### config.mk
export PLATFORM = sky130hd
export DESIGN_NAME = satd4x4_datapath
export DESIGN_NICKNAME = d
export VERILOG_FILES = /design/src/rtl/satd4x4_datapath.sv
export SDC_FILE = /design/constraint.sdc
export NUM_CORES = 1
export LEC_CHECK = 0
export BUFFER_PORTS_ARGS = -buffer_cell sky130_fd_sc_hd__buf_4
export CAP_MARGIN = 15
export CORE_MARGIN = 2
export CORE_UTILIZATION = 56
export DETAILED_ROUTE_END_ITERATION = 16
export GPL_TIMING_DRIVEN = 1
export PLACE_DENSITY_LB_ADDON = 0.08
export SLEW_MARGIN = 20
export SYNTH_ARGS = -nofsm -noshare
export SYNTH_HDL_FRONTEND = slang
export SYNTH_SLANG_ARGS = --single-unit
### constraint.sdc
create_clock -name clk -period 11.8 [get_ports clk]
set_input_delay 0.59 -clock clk [delete_from_list [all_inputs] [get_ports clk]]
set_output_delay 0.59 -clock clk [all_outputs]
set_load 0.02 [all_outputs]
### src/rtl/satd4x4_datapath.sv
// satd4x4_datapath: 4x4 SATD datapath.
// Rows are Hadamard-transformed into a transpose buffer (LOAD). Columns are then
// transformed one per cycle and their absolute values accumulated (COL). The block
// result is held until it is accepted downstream (DONE).
// Optional macro SATD_HALF_EN: the emitted SATD is (sum+1)>>1 instead of the raw sum.
module satd4x4_datapath #(
    parameter int DW = 9,
    parameter int SW = DW + 8
) (
    input  logic            clk,
    input  logic            reset,
    input  logic            in_valid,
    output logic            in_ready,
    input  logic [4*DW-1:0] in_row,
    output logic            out_valid,
    input  logic            out_ready,
    output logic [SW-1:0]   satd,
    output logic [1:0]      stage,
    output logic [1:0]      count
);

    localparam int HW = DW + 2;  // row-transform coefficient width
    localparam int CW = DW + 4;  // column-transform coefficient width
    localparam int AW = CW + 2;  // sum of four column magnitudes

    typedef enum logic [1:0] {
        ST_LOAD = 2'd0,
        ST_COL  = 2'd1,
        ST_DONE = 2'd2
    } state_t;

    state_t                r_stage, w_stage_next;
    logic [1:0]            r_count, w_count_next;
    logic [SW-1:0]         r_acc, w_acc_next;
    logic [SW-1:0]         r_satd, w_satd_next;
    logic                  r_out_valid, w_out_valid_next;
    logic                  w_buf_we;

    // Transpose buffer: r_buf[row][col], holds the row-transformed coefficients.
    logic signed [HW-1:0]  r_buf [4][4];

    logic signed [HW-1:0]  w_x [4];
    logic signed [HW-1:0]  w_h [4];
    logic signed [CW-1:0]  w_c [4];
    logic signed [CW-1:0]  w_v [4];
    logic [CW-1:0]         w_abs [4];
    logic [AW-1:0]         w_colsum;
    logic [SW-1:0]         w_total;
    logic [SW-1:0]         w_result;

    genvar gi;
    generate
        for (gi = 0; gi < 4; gi++) begin : g_lane
            // Sign-extend incoming residuals and pick the current column from the buffer.
            assign w_x[gi]   = HW'(signed'(in_row[gi*DW +: DW]));
            assign w_c[gi]   = CW'(r_buf[gi][r_count]);
            // Magnitude in CW unsigned bits so that -2^(CW-1) maps to 2^(CW-1).
            assign w_abs[gi] = w_v[gi][CW-1] ? $unsigned(-w_v[gi]) : $unsigned(w_v[gi]);
        end
    endgenerate

    // Horizontal and vertical 4-point Hadamard butterflies.
    always_comb begin
        w_h[0] = (w_x[0] + w_x[1]) + (w_x[2] + w_x[3]);
        w_h[1] = (w_x[0] - w_x[1]) + (w_x[2] - w_x[3]);
        w_h[2] = (w_x[0] + w_x[1]) - (w_x[2] + w_x[3]);
        w_h[3] = (w_x[0] - w_x[1]) - (w_x[2] - w_x[3]);
        w_v[0] = (w_c[0] + w_c[1]) + (w_c[2] + w_c[3]);
        w_v[1] = (w_c[0] - w_c[1]) + (w_c[2] - w_c[3]);
        w_v[2] = (w_c[0] + w_c[1]) - (w_c[2] + w_c[3]);
        w_v[3] = (w_c[0] - w_c[1]) - (w_c[2] - w_c[3]);
    end

    assign w_colsum = AW'(w_abs[0]) + AW'(w_abs[1]) + AW'(w_abs[2]) + AW'(w_abs[3]);
    assign w_total  = r_acc + SW'(w_colsum);

`ifdef SATD_HALF_EN
    // (s+1)>>1 written as (s>>1)+s[0]; the accumulator itself stays unscaled.
    assign w_result = {1'b0, w_total[SW-1:1] + (SW-1)'(w_total[0])};
`else
    assign w_result = w_total;
`endif

    // Next-state, accumulator and result logic.
    always_comb begin
        w_stage_next     = r_stage;
        w_count_next     = r_count;
        w_acc_next       = r_acc;
        w_satd_next      = r_satd;
        w_out_valid_next = r_out_valid;
        w_buf_we         = 1'b0;
        case (r_stage)
            ST_LOAD: begin
                if (in_valid) begin
                    w_buf_we = 1'b1;
                    if (r_count == 2'd3) begin
                        w_stage_next = ST_COL;
                        w_count_next = 2'd0;
                        w_acc_next   = '0;
                    end else begin
                        w_count_next = r_count + 2'd1;
                    end
                end
            end
            ST_COL: begin
                w_acc_next = w_total;
                if (r_count == 2'd3) begin
                    w_stage_next     = ST_DONE;
                    w_count_next     = 2'd0;
                    w_satd_next      = w_result;
                    w_out_valid_next = 1'b1;
                end else begin
                    w_count_next = r_count + 2'd1;
                end
            end
            ST_DONE: begin
                if (out_ready) begin
                    w_stage_next     = ST_LOAD;
                    w_count_next     = 2'd0;
                    w_out_valid_next = 1'b0;
                end
            end
            default: begin
                w_stage_next     = ST_LOAD;
                w_count_next     = 2'd0;
                w_out_valid_next = 1'b0;
            end
        endcase
    end

    // Control and result registers; reset aborts any block in flight.
    always_ff @(posedge clk) begin
        if (reset) begin
            r_stage     <= ST_LOAD;
            r_count     <= 2'd0;
            r_acc       <= '0;
            r_satd      <= '0;
            r_out_valid <= 1'b0;
        end else begin
            r_stage     <= w_stage_next;
            r_count     <= w_count_next;
            r_acc       <= w_acc_next;
            r_satd      <= w_satd_next;
            r_out_valid <= w_out_valid_next;
        end
    end

    // Transpose buffer write of the transformed row; contents need no reset.
    always_ff @(posedge clk) begin
        if (w_buf_we && !reset) begin
            for (int j = 0; j < 4; j++) begin
                r_buf[r_count][j] <= w_h[j];
            end
        end
    end

    assign in_ready  = (r_stage == ST_LOAD);
    assign out_valid = r_out_valid;
    assign satd      = r_satd;
    assign stage     = r_stage;
    assign count     = r_count;

endmodule

==> impl.org, run 1 <==
** Setup path
- Delay of the slowest cell on the worst path :: 0.63 ns
- Kind of capture point of the worst setup path :: flip-flop
- For this design, the slowest cell found on the critical path is sky130_fd_sc_hd__buf_4.
- Among the stages of the critical path, the cell type that occurs most often is sky130_fd_sc_hd__fa_1.
- Startpoint type of the worst setup path :: flip-flop
- Of all nets on the critical path, the largest fanout is 38.
- Startpoint-to-endpoint class of the critical path :: flip-flop to flip-flop
- Data on the critical path is required at its endpoint by 12.24 ns.
- CP Data Arrival Time :: 9.85 ns

** Floorplanning
- Initial core utilization :: between 50 and 60%
- From left edge to right edge, the die measures 179 µm.
- Site Rows :: 63
- The floorplan step defined a die boundary enclosing 31900 µm².
- Height of the chip :: 179 µm
- The floorplan step defined a core boundary enclosing between 20000 and 30000 µm².
- 63 I/O pins were placed.

** Logic synthesis
- Number of enable-type register cells in the synthesized netlist :: 168
- Largest family of logic cells by synthesized area :: adder cells
- Count of different cell masters after synthesis :: 82
- Counting flops and latches in the post-synthesis netlist gives 207.
- Post-synthesis instance area :: 17100 µm²
- Synthesis produced 1648 cells.
- Synth Area in Adders :: 20.7%
- The Yosys step of the flow raised 0 warnings.
- The number of nets in the synthesized netlist is 1938.
- After synthesis, the share of flip-flops with an asynchronous set or reset is 0%.
- Complex-gate fraction of the synthesized area :: around 16%
- Commonest register cell after synthesis :: sky130_fd_sc_hd__edfxtp_1
- Multiplexer fraction of the synthesized cell area :: under 10%
- Simple-gate portion of the synthesized area :: 8.16%
- After synthesis, flip-flops and latches occupy 34.1% of the total area.
- Syn avg cell area :: 10.4 µm²
- Share of the synthesized netlist area taken by xor and xnor gates :: 9.09%

** Final layout
- The number of antenna diodes in the final layout is 0.
- Final non-filler cell total :: 2088
- The filler cells instantiated in the layout total 2476.
- Area grow syn2layout :: 8.35%
- In the final layout, the multi-input gates occupy between 10000 and 15000 µm².
- Summing all non-filler instances in the final layout gives an area of 18500 µm².
- Sequential cell area :: 5830 µm²
- Nets@finish :: between 1500 and 2000
- Layout cells sized above 1 :: 9.84%

** Routing
- Avg Vias per Cell :: between 5 and 6
- Number of remaining DRC errors :: 0
- Number of optimization iterations in the first detailed-route pass :: 5
- Via count :: 11892
- After detailed routing, the total wire length is 36900 µm.
- After detailed routing, the average wire length per cell comes to 17.7 µm.
- Initial DRC count :: 763
- Number of nets still failing antenna checks after routing :: 0

** Global routing
- Aggregate global-route resource usage :: 24.0%
- Global-route wire length before repair :: 60100 µm
- The via count of the first global-routing pass was between 10000 and 15000.
- Global routing finished with a remaining overflow of 0.
- Number of antenna violations at the first check in global routing :: 1
- Entering global routing, the biggest net connects 43 pins.

** CTS
- Skew-Pair Late Insertion Delay :: 0.51 ns
- Clock tree synthesis found a total of 207 sinks.
- CTS built an H-tree with a depth of 1.
- Clock-pin slew was measured on the worst setup and hold paths at 0.06 ns.
- Post-CTS timing repair inserted 0 buffers for setup.
- Clock tree from TritonCTS :: built
- Post-CTS Hold Fix Bufs :: 0
- The root buffer cell chosen for the clock tree is sky130_fd_sc_hd__clkbuf_16.
- Number of resized instances in the post-cts repair step :: 0
- Number of buffers created by CTS :: 22
- Counting along the longest clock path gives a buffer depth of 3.

** STA
- Setup repair after global routing left no endpoint under its margin.
- Worst slew margin :: 29.6%
- Derived from the worst setup path, the maximum achievable clock frequency is 0.106 GHz.
- Of the available clock period, the critical path in the final layout requires 79.8%.
- The number of slew-limit violations in the final report came to 0.
- The hold violation total from the final report came to 0.
- At the pin with the least slew margin, the transition time is 1.06 ns.
- Tmin final :: 9.42 ns
- Setup violations remaining at the end of the flow were counted as 0.
- On the final layout, the worst clock skew is approximately 0.015 ns.
- Total negative setup slack :: 0 ns

** Min path
- In this run the worst hold path is classified as input port to flip-flop.

** Placed design
- Placed inst area :: 17800 µm²
- Counting tap cells, the placed design contains a total of between 2000 and 2500 instances.
- Hpwl dp :: 29600 µm
- Count of input and output buffers :: between 60 and 70
- At the end of routability-driven placement, the weighted congestion stood at roughly 0.9.

** Run status
- Outcome :: complete, no violations

** Run
- Max-cap violations :: 0
sequential cells by signal, summed over array words and instances (netlist names):
name       flops
r_acc         17
r_buf        168
count          2
stage          2
out_valid      1
satd          17
path summary, 6_finish.rpt:
check	start	end	slack [ns]	depth (start not counted)
worst min-delay path	out_ready	stage[1]	0.37	4
worst max-delay path	count[0]	satd[11]	2.38	31
worst max register to register	count[0]	satd[11]	2.38	31
worst min register to register	satd[0]	satd[0]	0.45	2
logic make-up after synthesis:
family / count (synthesis)
AOI/OAI and AO/OA: 410
xor gates and xnor gates: 177
adders and majority gates: 250
buffers and inverters: 268
DFF: 207
muxes: 50
and+or+nand+nor: 286
metrics by stage:
| stage | hold slack (ns) | util, % | setup WS, ns |
|---|---|---|---|
| after floorplan | 0.432 | - | 2.61 |
| after global placement | 0.445 | 59.8 | 2.49 |
| after detailed placement | 0.447 | 59.8 | 2.37 |
| after CTS | 0.357 | 62.0 | 2.36 |
| after global routing | 0.365 | 62.0 | 1.65 |
| final | 0.373 | 62.0 | 2.38 |
Yosys cell counts (all sizes together), types with 39 or more instances:
master  instances  area (µm²)
dfxtp          39         781
a21oi         141         721
ha            196        2450
nand2          76         285
xor2           55         482
inv           214         803
edfxtp        168        5040
mux4           40         901
o21ai          64         320
o21bai         46         349
nor2           93         349
fa             54        1080
xnor2         122        1070
layer usage:
metal | track usage (%) | vias up | share of wire (%)
li1 | - | 5861 | -
met1 | 30.7 | 5694 | 44
met4 | 8.13 | 0 | 3.4
met3 | 2.49 | 69 | 3.8
met5 | 0 | - | 0
met2 | 42.4 | 268 | 49
worst max-delay path: cells and delay by family (launching register included):
kind,cells,cell delay (ns)
adder cells (fa/ha/maj),7,2.96
XOR/XNOR,2,0.37
multiplexers,2,0.92
AO/OA/AOI/OAI,13,3.17
AND/OR/NAND/NOR,3,0.47
buffers and inverters,4,0.81
flip-flops,1,0.58
final cells by class:
class / instances / share of cell area [%]
inverter: 214 / 4.34
sequential: 207 / 31.5
tap: 390 / 2.64
multi-input combinational: 1173 / 55.3
timing repair buffer: 64 / 2.60
clock buffer: 26 / 3.17
clock inverter: 14 / 0.460
cells in the final DEF, fill, tap and decap left out, types with 27 or more instances in the layout:
| cell | count |
|---|---|
| sky130_fd_sc_hd__xnor2_1 | 122 |
| sky130_fd_sc_hd__nand2_1 | 76 |
| sky130_fd_sc_hd__o21ai_0 | 63 |
| sky130_fd_sc_hd__buf_4 | 64 |
| sky130_fd_sc_hd__nor2_1 | 93 |
| sky130_fd_sc_hd__ha_1 | 196 |
| sky130_fd_sc_hd__a21o_1 | 27 |
| sky130_fd_sc_hd__o21bai_1 | 45 |
| sky130_fd_sc_hd__dfxtp_1 | 37 |
| sky130_fd_sc_hd__edfxtp_1 | 168 |
| sky130_fd_sc_hd__xor2_1 | 55 |
| sky130_fd_sc_hd__a21oi_1 | 137 |
| sky130_fd_sc_hd__fa_1 | 54 |
| sky130_fd_sc_hd__mux4_2 | 40 |
| sky130_fd_sc_hd__inv_1 | 214 |
Power of run 1 is left out: the tool's default activity adds up to more than one toggle a clock period on the data nets, which glitch-free logic cannot reach.
==> run 2, diff against run 1 <==
- clock period: 11.8 -> 9.3 ns (I/O delays scaled with it)
==> impl.org, run 2 (synthesis results as in run 1) <==
** Run
- Max-cap violations :: 0 (unchanged)

** Final layout
- The top cell types in the final layout, fill and taps aside, are sky130_fd_sc_hd__inv_1 (214), sky130_fd_sc_hd__ha_1 (196), sky130_fd_sc_hd__edfxtp_1 (168).
- The register with the most flip-flops in the final layout is r_buf.
- The library cell used most frequently in the layout, excluding fill and tap cells, is sky130_fd_sc_hd__inv_1.
- Multi-input gate area :: 10200 µm² (+0.14%)
- Antenna fix cells :: 0 (unchanged)
- Largest register FFs :: 168 (unchanged)
- Layout cells sized above 1 :: 10.3% (+0.43 points)
- The flip-flop and latch area came to 5830 µm² (about the same).
- The number of nets in the layout came to 1979 (+0.35%).
- Area grow syn2layout :: 9.09%
- Fill count :: 2467 (-0.36%)

** Global routing
- Largest net degree at the start of global routing :: 43 (unchanged)
- The global-route usage over all layers was 23.6% (-0.38 points).
- Via count of the first global-routing pass :: 11725 (-2.1%)
- The remaining global-route overflow is 0 (unchanged).
- Global-route wire length before repair :: 59300 µm (-1.3%)
- The initial antenna violation count is 0 (-1).

** Setup path
- The slack of the worst reg-to-reg path was 0.51 ns (-1.88 ns).
- The critical path data arrival time is 9.23 ns (-0.62 ns).
- Startpoint type of the worst setup path :: flip-flop
- The critical path starts at count[0].
- The critical path ends at satd[14].
- In this run the critical register-to-register path is launched from count[0].
- Number of cells on the worst reg-to-reg path :: 28 (-9.7%)
- On the critical path, the stage with the largest delay is an instance of sky130_fd_sc_hd__mux4_2.
- Count of cell instances traversed by the critical path :: 28 (-9.7%)
- Data required time of the worst path :: 9.74 ns (-2.50 ns)
- Delay of the slowest cell on the worst path :: 0.60 ns (-0.03 ns)
- The maximum fanout along the worst path came to 16 (-58%).
- Kind of capture point of the worst setup path :: flip-flop
- By startpoint and endpoint, the worst setup path is classified as flip-flop to flip-flop.
- The worst register-to-register path ends at satd[14].
- The total buffers and inverters traversed by the critical path is 2 (-2).
- Broken down by cell family, the worst path's largest delay share belongs to adder cells.

** Floorplanning
- The width of the die is 179 µm (unchanged).
- Initial core utilization :: 57.3% (unchanged)
- The boundary pin count was 63 (unchanged).
- Full die area :: 31900 µm² (unchanged)
- Core Area :: 29800 µm² (unchanged)
- Site Rows :: 63 (unchanged)
- Height of the chip :: 179 µm (unchanged)

** CTS
- Number of levels the H-tree was split into :: 1 (unchanged)
- Clock sink count :: 207 (unchanged)
- Post CTS Setup Buffer Count :: 0 (unchanged)
- The register clock-pin slew on the reported worst setup and hold paths is 0.07 ns (about the same).
- TritonCTS built the clock tree.
- The source-to-sink clock delay at the later pin of the worst-skew pair came to 0.51 ns (about the same).
- The number of buffers added by the clock tree synthesis step is 22 (unchanged).
- Number of buffers on the longest clock path :: 3 (unchanged)
- Buffer type at the clock tree root :: sky130_fd_sc_hd__clkbuf_16

** Routing
- The total via count in the routed design was 11857 (-0.29%).
- Initial DRC count :: 763 (unchanged)
- The vias per cell is 5.66 (-0.63%).
- Number of optimization iterations in the first detailed-route pass :: 5 (unchanged)
- The wire length per cell after detailed routing is 17.5 µm (-1.1%).
- Final routed wirelength across all metal layers :: 36600 µm (-0.81%)
- Number of remaining DRC errors :: 0 (unchanged)
- The number of nets with antenna violations after detailed routing is 0 (unchanged).

** STA
- The period utilization was 94.5% (+15 points).
- Layout Skew :: 0.0223 ns (+0.00732 ns)
- The aggregate negative setup slack came to 0 ns (unchanged).
- Worst slew margin :: 30.8% (+1.1 points)
- Setup repair after global routing left no endpoint under its margin.
- The number of slew-limit violations in the final report is 0 (unchanged).
- Final hold violation count :: 0 (unchanged)
- Tmin final :: 8.79 ns (-0.622 ns)
- Peak clock frequency supported by timing :: 0.114 GHz (+7.1%)
- The number of failing setup endpoints in the final timing report is 0 (unchanged).
- The actual transition at the worst max-transition pin is 1.04 ns (-0.0172 ns).

** Min path
- The tightest min-delay check is of the input port to flip-flop type.

** Placed design
- Count of input and output buffers :: 62 (unchanged)
- Weighted congestion reported at the end of routability-driven placement :: 0.900 (about the same)
- The HPWL after detailed placement is 29900 µm (+0.83%).

** Run status
- The run finished with clean final reports.
-- run 2: changes by cell type in the layout (fill, tap and decap cells not counted), moves of 2 or more --
cell	before	now
sky130_fd_sc_hd__buf_4	64	69
sky130_fd_sc_hd__a21oi_1	137	135
sky130_fd_sc_hd__clkinvlp_4	3	1
sky130_fd_sc_hd__clkinv_1	5	7
sky130_fd_sc_hd__buf_6	0	2
sky130_fd_sc_hd__bufinv_16	0	2
-- run 2: stage by stage --
stage                     worst slack [ns]  utilization (%)  hold slack, ns  std cells  instance area (µm²)
after global placement               0.230             60.0           0.442       2055                17900
after detailed placement             0.179             60.0           0.448       2055                17900
after floorplan                      0.110                -           0.432       1648                17100
after CTS                            0.158             62.4           0.222       2095                18600
final                                0.507             62.5           0.234       2095                18600
after global routing               0.00434             62.5           0.281       2095                18600
-- run 2: worst min path at each step --
stage                   start         to  cells past startpoint
floorplan           r_acc[13]  r_acc[13]                      2
global placement      satd[0]    satd[0]                      2
detailed placement    satd[0]    satd[0]                      2
CTS                 out_ready   stage[1]                      4
global route        out_ready   stage[1]                      4
finish              out_ready   stage[1]                      4
-- run 2: layout make-up --
type / count / area share [%]
multi-input cells: 1173 / 55.0
well taps: 390 / 2.62
clock buffers: 25 / 3.13
inverters: 214 / 4.32
repair buffers: 71 / 2.90
flip-flops and latches: 207 / 31.3
clock inverters: 15 / 0.739
-- run 2: worst reg2reg max path, delay by kind of cell (launching register included) --
| family | cells | cell delay (ns) |
|---|---|---|
| multiplexers | 1 | 0.61 |
| AO/OA/AOI/OAI | 12 | 2.85 |
| flip-flops | 1 | 0.53 |
| XOR/XNOR | 2 | 0.33 |
| AND/OR/NAND/NOR | 5 | 1.47 |
| buffers and inverters | 2 | 0.10 |
| adder cells (fa/ha/maj) | 6 | 2.86 |
-- run 2: per-layer routing --
| layer | GRT usage (%) | vias to the layer above | share of wire [%] |
|---|---|---|---|
| met5 | 0 | - | 0 |
| li1 | - | 5881 | - |
| met2 | 42.3 | 233 | 50 |
| met1 | 31.0 | 5695 | 45 |
| met4 | 5.79 | 0 | 2.2 |
| met3 | 1.83 | 48 | 3.5 |
-- run 2: repair_timing --
action	4_1_cts	5_1_grt
hold buffers	0	0
resized for setup	0	7
endpoints found under the hold margin	0	0
setup endpoints to repair	0	16
Power of run 2 is left out for the same reason.
==> run 3, diff against run 2 <==
- CORE_UTILIZATION: 56 -> 64
- TNS_END_PERCENT: not set -> 20
==> impl.org, run 3 (synthesis results as in run 1) <==
** STA
- Worst hold margin :: 0.241 ns (+0.00772 ns)
- The worst slew slack as a fraction of its limit is 27.1% (-3.7 points).
- Peak clock frequency supported by timing :: 0.113 GHz (-0.29%)
- The aggregate negative setup slack is 0 ns (unchanged).
- Final-report setup violation count :: 0 (unchanged)
- The worst-case clock skew is 0.0258 ns (+0.00352 ns).
- Max-slew violations :: 0 (unchanged)
- Tmin final :: 8.82 ns (+0.0254 ns)
- The hold violation total from the final report is 0 (unchanged).
- Least-Margin Pin Slew :: 1.09 ns (+0.0554 ns)
- The period utilization was 94.8% (+0.27 points).
- Setup repair after global routing left no endpoint under its margin.

** CTS
- Clock tree from TritonCTS :: built
- Number of buffers on the longest clock path :: 3 (unchanged)
- Number of buffers created by CTS :: 21 (-4.5%)
- Number of levels the H-tree was split into :: 1 (unchanged)
- Post-CTS Hold Fix Bufs :: 0 (unchanged)
- Skew-Pair Late Insertion Delay :: 0.52 ns (about the same)
- Buffer type at the clock tree root :: sky130_fd_sc_hd__clkbuf_16
- The clock sink total came to 207 (unchanged).
- Clock transition at the register clock pins on the worst setup and hold paths after CTS :: 0.07 ns (about the same)

** Final layout
- The number of antenna repair diodes is 0 (unchanged).
- Summed area of non-filler cells in the final layout :: 18600 µm² (-0.21%)
- More flip-flops sit in one register than any other, and that register is r_buf.
- In the layout the commonest cells are sky130_fd_sc_hd__inv_1 (214), sky130_fd_sc_hd__ha_1 (195), sky130_fd_sc_hd__edfxtp_1 (168).
- Fill count :: 1993 (-19%)
- Area grow syn2layout :: 8.86%
- Largest register FFs :: 168 (unchanged)
- Leaving out fill and tap cells, the most frequent cell in the layout is sky130_fd_sc_hd__inv_1.
- Sequential cell area :: 5830 µm² (unchanged)
- The number of nets in the layout was 1984 (+0.25%).
- Layout cells sized above 1 :: 10.8% (+0.51 points)
- The area used by multi-input combinational logic came to 10200 µm² (about the same).

** Run status
- The run finished, with violations left.
- The checks that failed: design-rule violations.

** Placed design
- The number of buffers added on ports is 62 (unchanged).
- Placed inst area :: 17800 µm² (-0.34%)
- Weighted congestion reported at the end of routability-driven placement :: 0.903 (+0.42%)
- The HPWL after detailed placement was 29600 µm (-1.0%).

** Floorplanning
- The boundary pin count is 63 (unchanged).
- Height of the chip :: 167 µm (-6.3%)
- Site Rows :: 59 (-6.3%)
- Chip width :: 167 µm (-6.3%)
- The initial cell density of the core is 65.3% (+8.0 points).
- The total die area is 28000 µm² (-12%).
- Core Area :: 26100 µm² (-12%)

** Routing
- The number of nets with antenna violations after detailed routing was 0 (unchanged).
- Number of remaining DRC errors :: 1 (+1)
- The number of search-and-repair iterations in the first detailed-routing pass was 11 (+6).
- The post-detailed-routing wire length was 38000 µm (+3.7%).
- Detailed-routed wire length on met3 :: 1530 µm (+21%)
- The routed length on met2 was 18700 µm (+3.0%).
- Top routing layer used :: met4
- The number of DRC markers after the initial detailed-route iteration is 886 (+16%).
- Met1 Wirelength :: 16200 µm (-0.48%)
- Routed wire per std cell :: 18.6 µm (+6.3%)
- Via count :: 12173 (+2.7%)
- Avg Vias per Cell :: 5.96 (+5.3%)

** Setup path
- The data required time of the worst path was 9.70 ns (-0.04 ns).
- The maximum cell stage delay along the critical path came to 0.55 ns (-0.05 ns).
- CP Data Arrival Time :: 9.21 ns (-0.02 ns)
- The worst setup path is of the flip-flop to flip-flop kind.
- STA classifies the critical path endpoint as a flip-flop.
- Slowest library cell on the worst path :: sky130_fd_sc_hd__fa_1
- Startpoint type of the worst setup path :: flip-flop
- The maximum fanout along the worst path was 17 (+1).
- R2R setup slack :: 0.48 ns (-0.03 ns)

** Min path
- The min-delay analysis places its worst path in the category input port to flip-flop.

** Global routing
- Number of antenna violations at the first check in global routing :: 0 (unchanged)
- Via count of the first global-routing pass :: 12320 (+5.1%)
- Aggregate global-route resource usage :: 27.8% (+4.1 points)
- Largest net degree at the start of global routing :: 43 (unchanged)
- Global-route wire length before repair :: 62400 µm (+5.1%)
- Congestion Overflow GR :: 0 (unchanged)

** Run
- The max-capacitance violation count was 0 (unchanged).
run 3: cell count changes in the layout (fill, tap and decap cells not counted), moves of 2 or more:
cell / delta
sky130_fd_sc_hd__buf_4: +7
sky130_fd_sc_hd__buf_6: -2
sky130_fd_sc_hd__clkbuf_16: -2
sky130_fd_sc_hd__clkinv_1: -5
sky130_fd_sc_hd__inv_6: +2
run 3: worst max-delay path, delay by kind of cell, from the launching register on:
family,cells,cell delay [ns]
AOI/OAI and AO/OA,15,3.52
adders and majority gates,7,2.80
and+or+nand+nor,3,0.61
buffers and inverters,5,0.42
muxes,1,0.24
DFF,1,0.53
xor gates and xnor gates,3,0.55
run 3: path summary, 6_finish.rpt:
| path | cells past startpoint | startpoint | endpoint |
|---|---|---|---|
| worst max-delay path | 34 | count[0] | r_acc[12] |
| worst min-delay path | 4 | out_ready | stage[1] |
| worst max register to register | 34 | count[0] | r_acc[12] |
| worst min register to register | 2 | satd[1] | satd[1] |
run 3: metrics by stage:
stage,worst slack [ns],util [%],instances
2_1_floorplan,0.110,-,1648
3_3_place_gp,0.256,68.1,2001
3_5_place_dp,0.0421,68.1,2001
4_1_cts,0.111,70.8,2038
5_1_grt,0.0109,71.1,2043
6_report,0.482,71.1,2043
run 3: layer usage:
layer / vias to the layer above / track usage (%)
met3: 78 / 2.46
met1: 5865 / 35.8
met4: 0 / 9.64
met5: - / 0
met2: 339 / 49.3
li1: 5891 / -
run 3: what timing repair did:
item	in CTS	in global routing
hold endpoints to repair	0	0
pin swaps	0	0
endpoints found under the setup margin	3	17
resized for setup	1	8
setup buffers	0	5
run 3: area by class of cell:
cell class                 count  share of cell area [%]
sequential                   207                    31.4
timing repair buffer          77                    3.15
clock buffer                  23                    2.87
clock inverter                14                   0.896
tap                          335                    2.26
inverter                     214                    4.32
multi-input combinational   1173                    55.1
Power of run 3 is left out for the same reason.
